==> src/rtl/camera_readout_controller_if.sv <==
// SPI subperipheral op-code bus between the SPI front end and the camera readout controller.
interface camera_readout_controller_if;
  logic [7:0]  op_code_in;
  logic        op_code_valid_in;
  logic [7:0]  operand_in;
  logic        operand_valid_in;
  logic [31:0] operand_count_in;
  logic [7:0]  response_out;
  logic        response_valid_out;

  modport master (
    output op_code_in, op_code_valid_in, operand_in, operand_valid_in, operand_count_in,
    input  response_out, response_valid_out
  );

  modport slave (
    input  op_code_in, op_code_valid_in, operand_in, operand_valid_in, operand_count_in,
    output response_out, response_valid_out
  );
endinterface

==> src/rtl/camera_readout_controller.sv <==
// Camera op-code decoder: capture FSM gated by synchronised frame_valid, runtime resolution/mode,
// and big-endian byte streaming of the frame buffer with a clamped bytes-remaining count.
module camera_readout_controller #(
  parameter int unsigned WORD_WIDTH           = 32,
  parameter int unsigned ADDRESS_WIDTH        = 14,
  parameter int unsigned DEFAULT_X_RESOLUTION = 200,
  parameter int unsigned DEFAULT_Y_RESOLUTION = 200
) (
  input  logic                     clock_spi_in,
  input  logic                     reset_spi_n_in,
  camera_readout_controller_if.slave spi,
  input  logic                     frame_valid_in,
  output logic                     capture_enable_out,
  output logic [ADDRESS_WIDTH-1:0] buffer_read_address_out,
  input  logic [WORD_WIDTH-1:0]    buffer_read_data_in,
  output logic [9:0]               x_resolution_out,
  output logic [9:0]               y_resolution_out,
  output logic [1:0]               pixel_mode_out
);

  localparam int unsigned BPW       = WORD_WIDTH / 8;
  localparam int unsigned CNT_W     = 24;
  localparam logic [63:0] MAX_BYTES = (64'd1 << ADDRESS_WIDTH) * 64'(BPW);

  localparam logic [1:0] S_IDLE      = 2'd0;
  localparam logic [1:0] S_ARMED     = 2'd1;
  localparam logic [1:0] S_CAPTURING = 2'd2;
  localparam logic [1:0] S_DONE      = 2'd3;

  localparam logic [7:0] OP_CAPTURE   = 8'h20;
  localparam logic [7:0] OP_AVAILABLE = 8'h21;
  localparam logic [7:0] OP_READ      = 8'h22;
  localparam logic [7:0] OP_CONFIGURE = 8'h23;
  localparam logic [7:0] OP_STATUS    = 8'h24;

  // Frame size in bytes for a given geometry/mode, clamped to the buffer capacity.
  function automatic logic [CNT_W-1:0] frame_bytes(input logic [9:0] x, input logic [9:0] y,
                                                   input logic [1:0] mode);
    logic [63:0] xy;
    logic [63:0] sz;
    xy = 64'(x) * 64'(y);
    case (mode)
      2'd0:    sz = (xy + 64'd1) >> 1;
      2'd2:    sz = xy << 1;
      default: sz = xy;
    endcase
    if (sz > MAX_BYTES) sz = MAX_BYTES;
    return CNT_W'(sz);
  endfunction

  localparam logic [9:0]       X_RST    = 10'(DEFAULT_X_RESOLUTION);
  localparam logic [9:0]       Y_RST    = 10'(DEFAULT_Y_RESOLUTION);
  localparam logic [CNT_W-1:0] SIZE_RST = frame_bytes(X_RST, Y_RST, 2'd1);

  logic [1:0]             state_q, state_d;
  logic [CNT_W-1:0]       bytes_read_q, bytes_read_d;
  logic [CNT_W-1:0]       capture_size_q;
  logic [9:0]             x_q, x_d, y_q, y_d;
  logic [1:0]             mode_q, mode_d;
  logic [7:0]             response_q, response_d;
  logic                   response_valid_q;
  logic                   capture_enable_q;
  logic [ADDRESS_WIDTH-1:0] address_q;
  logic                   fv_meta_q, fv_sync_q, fv_prev_q;
  logic                   opv_prev_q;

  logic                   fv_rise, fv_fall, operand_rise, cfg_open, cmd_capture;
  logic [CNT_W-1:0]       remaining;
  logic [2:0]             byte_idx;
  logic [5:0]             byte_shift;
  logic [WORD_WIDTH-1:0]  word_shifted;

  assign fv_rise      = fv_sync_q & ~fv_prev_q;
  assign fv_fall      = ~fv_sync_q & fv_prev_q;
  assign operand_rise = spi.operand_valid_in & ~opv_prev_q;
  assign cfg_open     = (state_q == S_IDLE) || (state_q == S_DONE);
  assign cmd_capture  = spi.op_code_valid_in && (spi.op_code_in == OP_CAPTURE);
  assign remaining    = capture_size_q - bytes_read_q;
  assign byte_idx     = 3'(bytes_read_q % CNT_W'(BPW));
  assign byte_shift   = {3'(3'(BPW - 1) - byte_idx), 3'b000};
  assign word_shifted = buffer_read_data_in >> byte_shift;

  // Next-state, configuration and response decode.
  always_comb begin
    state_d      = state_q;
    bytes_read_d = bytes_read_q;
    x_d          = x_q;
    y_d          = y_q;
    mode_d       = mode_q;
    response_d   = 8'h00;

    case (state_q)
      S_IDLE:      if (cmd_capture) state_d = S_ARMED;
      S_ARMED:     if (fv_rise)     state_d = S_CAPTURING;
      S_CAPTURING: if (fv_fall)     state_d = S_DONE;
      S_DONE:      if (cmd_capture) state_d = S_ARMED;
      default:                      state_d = S_IDLE;
    endcase

    if (cmd_capture && cfg_open) begin
      bytes_read_d = '0;
    end else if (spi.op_code_valid_in && spi.op_code_in == OP_READ && operand_rise &&
                 bytes_read_q < capture_size_q) begin
      bytes_read_d = bytes_read_q + CNT_W'(1);
    end

    if (spi.op_code_valid_in && spi.op_code_in == OP_CONFIGURE && operand_rise && cfg_open) begin
      case (spi.operand_count_in)
        32'd0:   x_d[9:8] = spi.operand_in[1:0];
        32'd1:   x_d[7:0] = spi.operand_in;
        32'd2:   y_d[9:8] = spi.operand_in[1:0];
        32'd3:   y_d[7:0] = spi.operand_in;
        32'd4:   mode_d   = spi.operand_in[1:0];
        default: ;
      endcase
    end

    if (spi.op_code_valid_in) begin
      case (spi.op_code_in)
        OP_AVAILABLE: begin
          case (spi.operand_count_in)
            32'd0:   response_d = remaining[23:16];
            32'd1:   response_d = remaining[15:8];
            32'd2:   response_d = remaining[7:0];
            default: response_d = 8'h00;
          endcase
        end
        OP_READ:   response_d = (bytes_read_q >= capture_size_q) ? 8'h00 : word_shifted[7:0];
        OP_STATUS: response_d = {5'b0, state_q == S_DONE, state_q == S_CAPTURING,
                                 state_q == S_ARMED};
        default:   response_d = 8'h00;
      endcase
    end
  end

  always_ff @(posedge clock_spi_in or negedge reset_spi_n_in) begin
    if (!reset_spi_n_in) begin
      state_q          <= S_IDLE;
      bytes_read_q     <= '0;
      capture_size_q   <= SIZE_RST;
      x_q              <= X_RST;
      y_q              <= Y_RST;
      mode_q           <= 2'd1;
      response_q       <= 8'h00;
      response_valid_q <= 1'b0;
      capture_enable_q <= 1'b0;
      address_q        <= '0;
      fv_meta_q        <= 1'b0;
      fv_sync_q        <= 1'b0;
      fv_prev_q        <= 1'b0;
      opv_prev_q       <= 1'b0;
    end else begin
      state_q          <= state_d;
      bytes_read_q     <= bytes_read_d;
      capture_size_q   <= frame_bytes(x_q, y_q, mode_q);
      x_q              <= x_d;
      y_q              <= y_d;
      mode_q           <= mode_d;
      response_q       <= response_d;
      response_valid_q <= spi.op_code_valid_in;
      capture_enable_q <= (state_d == S_CAPTURING);
      address_q        <= ADDRESS_WIDTH'(bytes_read_q / CNT_W'(BPW));
      fv_meta_q        <= frame_valid_in;
      fv_sync_q        <= fv_meta_q;
      fv_prev_q        <= fv_sync_q;
      opv_prev_q       <= spi.operand_valid_in;
    end
  end

  assign spi.response_out       = response_q;
  assign spi.response_valid_out = response_valid_q;
  assign capture_enable_out     = capture_enable_q;
  assign buffer_read_address_out = address_q;
  assign x_resolution_out       = x_q;
  assign y_resolution_out       = y_q;
  assign pixel_mode_out         = mode_q;

endmodule

==> src/flat_wrapper.sv <==
// flat-port wrapper written by rule: the top's interface ports become plain ports
module camera_readout_controller_flat 
#(
  parameter int unsigned WORD_WIDTH           = 32,
  parameter int unsigned ADDRESS_WIDTH        = 14,
  parameter int unsigned DEFAULT_X_RESOLUTION = 200,
  parameter int unsigned DEFAULT_Y_RESOLUTION = 200
)
  (clock_spi_in, reset_spi_n_in, frame_valid_in, capture_enable_out, buffer_read_address_out, buffer_read_data_in, x_resolution_out, y_resolution_out, pixel_mode_out, spi_op_code_in, spi_op_code_valid_in, spi_operand_in, spi_operand_valid_in, spi_operand_count_in, spi_response_out, spi_response_valid_out);
  camera_readout_controller_if spi_i ();
  input  logic clock_spi_in;
  input  logic reset_spi_n_in;
  input  logic frame_valid_in;
  output logic capture_enable_out;
  output logic [ADDRESS_WIDTH-1:0] buffer_read_address_out;
  input  logic [WORD_WIDTH-1:0] buffer_read_data_in;
  output logic [9:0] x_resolution_out;
  output logic [9:0] y_resolution_out;
  output logic [1:0] pixel_mode_out;
  input wire logic [$bits(spi_i.op_code_in)-1:0] spi_op_code_in;
  input wire logic [$bits(spi_i.op_code_valid_in)-1:0] spi_op_code_valid_in;
  input wire logic [$bits(spi_i.operand_in)-1:0] spi_operand_in;
  input wire logic [$bits(spi_i.operand_valid_in)-1:0] spi_operand_valid_in;
  input wire logic [$bits(spi_i.operand_count_in)-1:0] spi_operand_count_in;
  output wire logic [$bits(spi_i.response_out)-1:0] spi_response_out;
  output wire logic [$bits(spi_i.response_valid_out)-1:0] spi_response_valid_out;
  assign spi_i.op_code_in = spi_op_code_in;
  assign spi_i.op_code_valid_in = spi_op_code_valid_in;
  assign spi_i.operand_in = spi_operand_in;
  assign spi_i.operand_valid_in = spi_operand_valid_in;
  assign spi_i.operand_count_in = spi_operand_count_in;
  assign spi_response_out = spi_i.response_out;
  assign spi_response_valid_out = spi_i.response_valid_out;
  camera_readout_controller #(.WORD_WIDTH(WORD_WIDTH), .ADDRESS_WIDTH(ADDRESS_WIDTH), .DEFAULT_X_RESOLUTION(DEFAULT_X_RESOLUTION), .DEFAULT_Y_RESOLUTION(DEFAULT_Y_RESOLUTION)) u_core (.clock_spi_in(clock_spi_in), .reset_spi_n_in(reset_spi_n_in), .spi(spi_i), .frame_valid_in(frame_valid_in), .capture_enable_out(capture_enable_out), .buffer_read_address_out(buffer_read_address_out), .buffer_read_data_in(buffer_read_data_in), .x_resolution_out(x_resolution_out), .y_resolution_out(y_resolution_out), .pixel_mode_out(pixel_mode_out));
endmodule
==> config.mk <==
export PLATFORM = sky130hd
export DESIGN_NAME = camera_readout_controller_flat
export DESIGN_NICKNAME = d
export VERILOG_FILES = /design/src/rtl/camera_readout_controller_if.sv /design/src/rtl/camera_readout_controller.sv /design/src/flat_wrapper.sv
export SDC_FILE = /design/constraint.sdc
export NUM_CORES = 1
export LEC_CHECK = 0
export CAP_MARGIN = 20
export CORE_MARGIN = 4
export CORE_UTILIZATION = 44
export DETAILED_ROUTE_END_ITERATION = 8
export PLACE_DENSITY_LB_ADDON = 0.15
export SLEW_MARGIN = 20
export SYNTH_ARGS = -nofsm -noshare
export SYNTH_HDL_FRONTEND = slang
export SYNTH_SLANG_ARGS = --single-unit
export TNS_END_PERCENT = 100
==> constraint.sdc <==
create_clock -name clock_spi_in -period 7.6 [get_ports clock_spi_in]
set_clock_uncertainty 0.2 [all_clocks]
set_input_delay 1.9 -clock clock_spi_in [delete_from_list [all_inputs] [get_ports clock_spi_in]]
set_output_delay 1.9 -clock clock_spi_in [all_outputs]
set_load 0.05 [all_outputs]
Yosys cells after proc, flatten, opt, wreduce, memory -nomap -nowiden
Cells that the tools add are included.
W data, S select, Z words.
{ "totals": {"elab_cells": 76, "output_inout_bits": 46, "regBits": 100} }
{ "op_classes": {"n_lt_le_gt_ge": 3, "n_reduce_logical": 19, "muxes": 12, "n_mul": 1, "bitwise_logic": 6, "n_shift": 1, "eq_ne": 14, "addsub": 4} }
{ "ops": {"columns": ["op", "count"], "rows": [
  ["$mux W24", 3],
  ["$eq A32 B2 Y1 const B", 2],
  ["$pmux W8 S3", 2],
  ["$pmux W21 S2", 1],
  ["$eq A8 B6 Y1 const B", 5],
  ["$eq A32 B1 Y1 const B", 1],
  ["$eq A32 B3 Y1 const B", 1],
  ["$logic_not A32 Y1", 1],
  ["$shr A32 B6 Y8", 1],
  ["$add A24 B1 Y24 const B", 1],
  ["$ge A24 B24 Y1", 1],
  ["$lt A24 B24 Y1", 1],
  ["$sub A24 B24 Y24", 1],
  ["$add A20 B1 Y21 const B", 1],
  ["$gt A21 B17 Y1 const B", 1],
  ["$mul A10 B10 Y20", 1],
  ["$mux W8", 2],
  ["$reduce_and A2 Y1", 5],
  ["$eq A2 B2 Y1 const B", 4],
  ["$logic_and A1 B1 Y1", 8],
  ["$mux W2", 3],
  ["$pmux W2 S3", 1],
  ["$logic_not A2 Y1", 2],
  ["$and A1 B1 Y1", 3],
  ["other kinds (6)", 8]
]} }

Depth between registers and ports, before layout
{ "logic_depth": {"ltp_word": 6, "ltp_mapped": 26} }

Worst setup path after synthesis
OpenSTA, ideal clock, no wires.
{ "synth_timing": {"kind": "flip-flop to flip-flop", "start": "reg u_core.y_q[3] (netlist: u_core.y_resolution_out[3])", "end": "reg u_core.capture_size_q[9]", "setup_ns": 0.071, "period_less_slack_ns": 7.294, "t_arrival_ns": 7.023, "path_buffers": 3, "path_slack_ns": 0.306, "path_stages_with_launch": 26, "path_cell_list": "dfstp_2 clkbuf_1 nand2_1 fa_1 inv_1 fa_1 inv_1 fa_1 inv_1 fa_1 inv_1 fa_1 inv_1 ha_1 clkbuf_1 a21o_1 nand2_1 nand2_1 o211a_1 or4b_4 or4_4 nor4_4 mux2_4 or2_4 buf_12 nor2_2"} }
{ "synth_via": {"elab_chain_len": 5} }
{ "synth_lines": {"columns": ["item", "line_no", "rtl"], "rows": [
  ["start, declared", "camera_readout_controller.sv:58", "logic [9:0] x_q, x_d, y_q, y_d;"],
  ["start signal, assigned", "camera_readout_controller.sv:157", "y_q <= y_d;"],
  ["$mul A10 B10 Y20 *", "camera_readout_controller.sv:41", "xy = 64'(x) * 64'(y);"],
  ["$add A20 B1 Y21", "camera_readout_controller.sv:43", "2'd0: sz = (xy + 64'd1) >> 1;"],
  ["$pmux W21 S2 *", "camera_readout_controller.sv:42", "case (mode)"],
  ["$gt A21 B17 Y1", "camera_readout_controller.sv:47", "if (sz > MAX_BYTES) sz = MAX_BYTES;"],
  ["$mux W24 *", "camera_readout_controller.sv:47", null],
  ["end signal, assigned", "camera_readout_controller.sv:155", "capture_size_q <= frame_bytes(x_q, y_q, mode_q);"],
  ["end, declared", "camera_readout_controller.sv:57", "logic [CNT_W-1:0] capture_size_q;"]
]} }
Every way passes the cells marked *; elsewhere a longest branch is shown, timed or not.
A chain may end at the register's enable or synchronous reset.

Worst setup path in the final report
{ "layout_timing": {"start": "reg u_core.x_q[6] (netlist: u_core.x_resolution_out[6])", "end": "reg u_core.capture_size_q[14]"} }
{ "layout_via": {"elab_chain_len": 5} }
{ "layout_lines": {"columns": ["item", "line_no", "rtl"], "rows": [
  ["start, declared", "camera_readout_controller.sv:58", null],
  ["start signal, assigned", "camera_readout_controller.sv:141", "x_q <= X_RST;"],
  ["start signal, assigned", "camera_readout_controller.sv:156", "x_q <= x_d;"],
  ["$mul A10 B10 Y20 *", "camera_readout_controller.sv:41", null],
  ["$add A20 B1 Y21", "camera_readout_controller.sv:43", null],
  ["$pmux W21 S2 *", "camera_readout_controller.sv:42", null],
  ["$gt A21 B17 Y1", "camera_readout_controller.sv:47", null],
  ["$mux W24 *", "camera_readout_controller.sv:47", null]
]} }
Marked as above.

==> impl_metrics.csv <==
group,metric,value,unit
final_layout,final_area,11500,um^2
min_path,worstHoldPathCells,0,
synthesis,async_reset_ff_share,100,%
clock_network,clockBufferDepth,2,
synthesis,avgSynthCellArea,9.13,um^2
pwr,p_per_area,104,nW/um^2
min_path,min-delay-start,"u_core.fv_meta_q",
grt,grtUsageTotal,21.7,%
synthesis,synthMuxAreaShare,4.85,%
grt,grt_max_degree,74,
setup_path,r2r_end,"u_core.capture_size_q[14]",
min_path,hold_class,"reg -> reg",
drt,routedWlPerCell,18.2,um
setup_path,cpMostUsedCell,"fa_1",
clock_network,numCtsBuffers,9,
placed_design,io_buffers,130,
timing,maxSlewViolCount,0,
synthesis,synth_edf_count,0,
final_layout,fillers,1930,
final_layout,diodes,0,
floorplan,io_pins,131,
synthesis,yosys_warnings,0,
setup_path,r2r-start,"u_core.x_resolution_out[6]",
floorplan,initial_core_util,45.1,%
synthesis,synthFlopType,"dfrtp_1",
pwr,power,1200,uW
status,outcome,"complete, no violations",
synthesis,synth_fa_ha_area_share,24.0,%
timing,period_share,95.6,%
setup_path,crit_path_start,"u_core.x_resolution_out[6]",
setup_path,rrSetupSlack,0.34,ns
setup_path,cp_data_arrival_time,7.34,ns
final_layout,regArea,2440,um^2
setup_path,critPathSlowestCell,"dfstp_2",
final_layout,utilization,54.2,%
grt,grt_pass1_wl,41900,um
timing,worst_slew_pin_slew,1.03,ns
final_layout,layout_common_cells,"129 x clkdlybuf4s50_1, 109 x inv_1, 86 x nand2_1",
setup_path,cp-end-kind,"register",
timing,setup_tns,0,ns
floorplan,die-area,24100,um^2
final_layout,multi_input_area,6540,um^2
placed_design,placed_area,11100,um^2
drt,drtIter0Drc,377,
floorplan,placementRows,53,
placed_design,dp_hpwl,21200,um
timing,rsz0062_at_grt,"no",
clock_network,clockRootBuffer,"clkbuf_16",
clock_network,clk_pin_slew,0.07,ns
clock_network,cts_tree,"done",
drt,drt.antenna.violating_nets,0,
run,maxCapViolCount,0,
synthesis,synthXorXnorAreaFrac,5.14,%
setup_path,crit_path_start_kind,"register",
synthesis,synth_area,9540,um^2
setup_path,required,7.67,ns
grt,grt_pass1_vias,7912,
drt,dr.pass1.iters,5,
synthesis,synth_compound_area_share,13.6,%
pwr,irDropWorstVdd,0.000106,V
setup_path,crit_chain,"nand2_1 -> fa_1 -> inv_1 -> fa_1 -> fa_1 -> fa_1 -> inv_1 -> fa_1 -> inv_1 -> ha_1 -> a2111o_1 -> o21ai_0 -> xor2_1 -> or4b_4 -> or4_4 -> nor4_4 -> mux2_4 -> or2_4 -> a21oi_1",
timing,min_period,7.26,ns
timing,setup_violations,0,
synthesis,synth-simple-area-share,20.6,%
synthesis,ys_ff_latch,97,
synthesis,ys_seq_area_share,25.6,%
min_path,hold_end,"u_core.fv_sync_q",
placed_design,pre_cts_slack,0.230,ns
timing,finalHoldViolCount,0,
setup_path,rr_worst_depth,19,
drt,vias,7947,
floorplan,die_x,155,um
clock_network,clkLatencyLatePin,0.35,ns
floorplan,core_area,21200,um^2
final_layout,nets,1394,
setup_path,critPathMaxFanout,12,
setup_path,path_class,"reg -> reg",
pwr,p_leak,0.00541,uW
floorplan,die_h,155,um
clock_network,h-tree-depth,3,
synthesis,synth_cell_types,77,
drt,vias_per_cell,5.50,
final_layout,final_common_cell,"clkdlybuf4s50_1",
drt,drc,0,
synthesis,syn_inst,1045,
timing,max_slew_margin,31.1,%
placed_design,place_congestion,0.912,
final_layout,syn_to_final_growth,20.3,%
final_layout,drive_gt1_share,9.07,%
setup_path,cpPeakStageDelay,0.66,ns
grt,grt.overflow.total,0,
timing,max_freq,0.138,GHz
grt,grt_antenna_before_repair,0,
synthesis,synth_top_family_by_area,"adder cells",
timing,setup_ws,0.335,ns
drt,drt-total-wl,26300,um
clock_network,clock-sinks,97,
==> per-stage QoR <==
stage	std cells	hold WS, ns
after floorplan	1048	0.131
after global placement	1426	0.147
after detailed placement	1426	0.139
after CTS	1442	0.178
after global routing	1444	0.180
final	1444	0.169
==> worst max-delay path, delay by kind of cell, from the launching register on <==
kind                     cells  cell delay (ns)
AND/OR/NAND/NOR              5             1.76
AO/OA/AOI/OAI                3             0.84
XOR/XNOR                     1             0.17
flip-flops                   1             0.66
buffers and inverters        3             0.15
multiplexers                 1             0.36
adder cells (fa/ha/maj)      6             3.03
==> cell usage after synthesis (9+ instances only) <==
library cell	n	area (um^2)
dfrtp_1	85	2130
o21ai_0	39	195
a21oi_1	47	235
nor3_1	28	140
nand4_1	14	87.6
dfstp_2	12	315
nor4_1	13	81.3
clkbuf_1	38	143
fa_1	63	1260
nand2_1	86	323
mux2_2	22	248
a21o_1	17	128
and2_1	69	432
or3_1	9	56.3
nor2_2	9	56.3
ha_1	82	1030
inv_1	109	409
a221oi_1	10	87.6
nor2_1	70	263
nor2b_1	10	62.6
nand3_1	17	85.1
xnor2_1	42	368
xor2_1	14	123
==> report_power, final <==
| part | internal, uW | switching [uW] |
|---|---|---|
| Combinational | 88.2 | 96.1 |
| Clock | 261 | 210 |
| Sequential | 532 | 11.2 |
==> registers in the layout, summed over array words and instances (netlist names) <==
signal / cells
u_core.capture_enable_out: 1
u_core.x_resolution_out: 10
u_core.opv_prev_q: 1
u_core.bytes_read_q: 24
u_core.y_resolution_out: 10
u_core.spi.response_valid_out: 1
u_core.spi.response_out: 8
u_core.fv_prev_q: 1
u_core.fv_sync_q: 1
u_core.capture_size_q: 21
u_core.state_q: 2
u_core.buffer_read_address_out: 14
u_core.fv_meta_q: 1
u_core.pixel_mode_out: 2
==> cell families after synthesis <==
kind of cell / count (synthesis)
AO/OA/AOI/OAI: 191
XOR/XNOR: 56
adder cells (fa/ha/maj): 145
buffers and inverters: 152
flip-flops: 97
multiplexers: 33
other: 1
AND/OR/NAND/NOR: 370
==> cell type report <==
class                   count  share of cell area [%]
clock buffers               9                    1.96
multi-input cells         799                    57.0
flip-flops and latches     97                    21.3
repair buffers            148                    12.5
well taps                 275                    3.00
clock inverters             7                   0.720
inverters                 109                    3.57
==> how the worst max path moves through the flow <==
stage / end / slack (ns)
floorplan: u_core.capture_size_q[9] / 0.31
global placement: u_core.capture_size_q[14] / 0.37
detailed placement: u_core.capture_size_q[14] / 0.23
CTS: u_core.capture_size_q[2] / 0.21
global route: u_core.capture_size_q[2] / 0.005
finish: u_core.capture_size_q[14] / 0.34
==> what timing repair did <==
| item | 4_1_cts | 5_1_grt |
|---|---|---|
| gates resized for setup | 0 | 4 |
| setup endpoints to repair | 0 | 13 |
| buffers inserted | 0 | 2 |
| hold buffers | 0 | 0 |
==> metal layers <==
metal	part of all wire [%]	GRT usage (%)
met5	0	0
met1	41	26.8
met4	1.9	6.29
met3	4.4	2.64
met2	52	39.9
(Power assumes the default switching activity.)
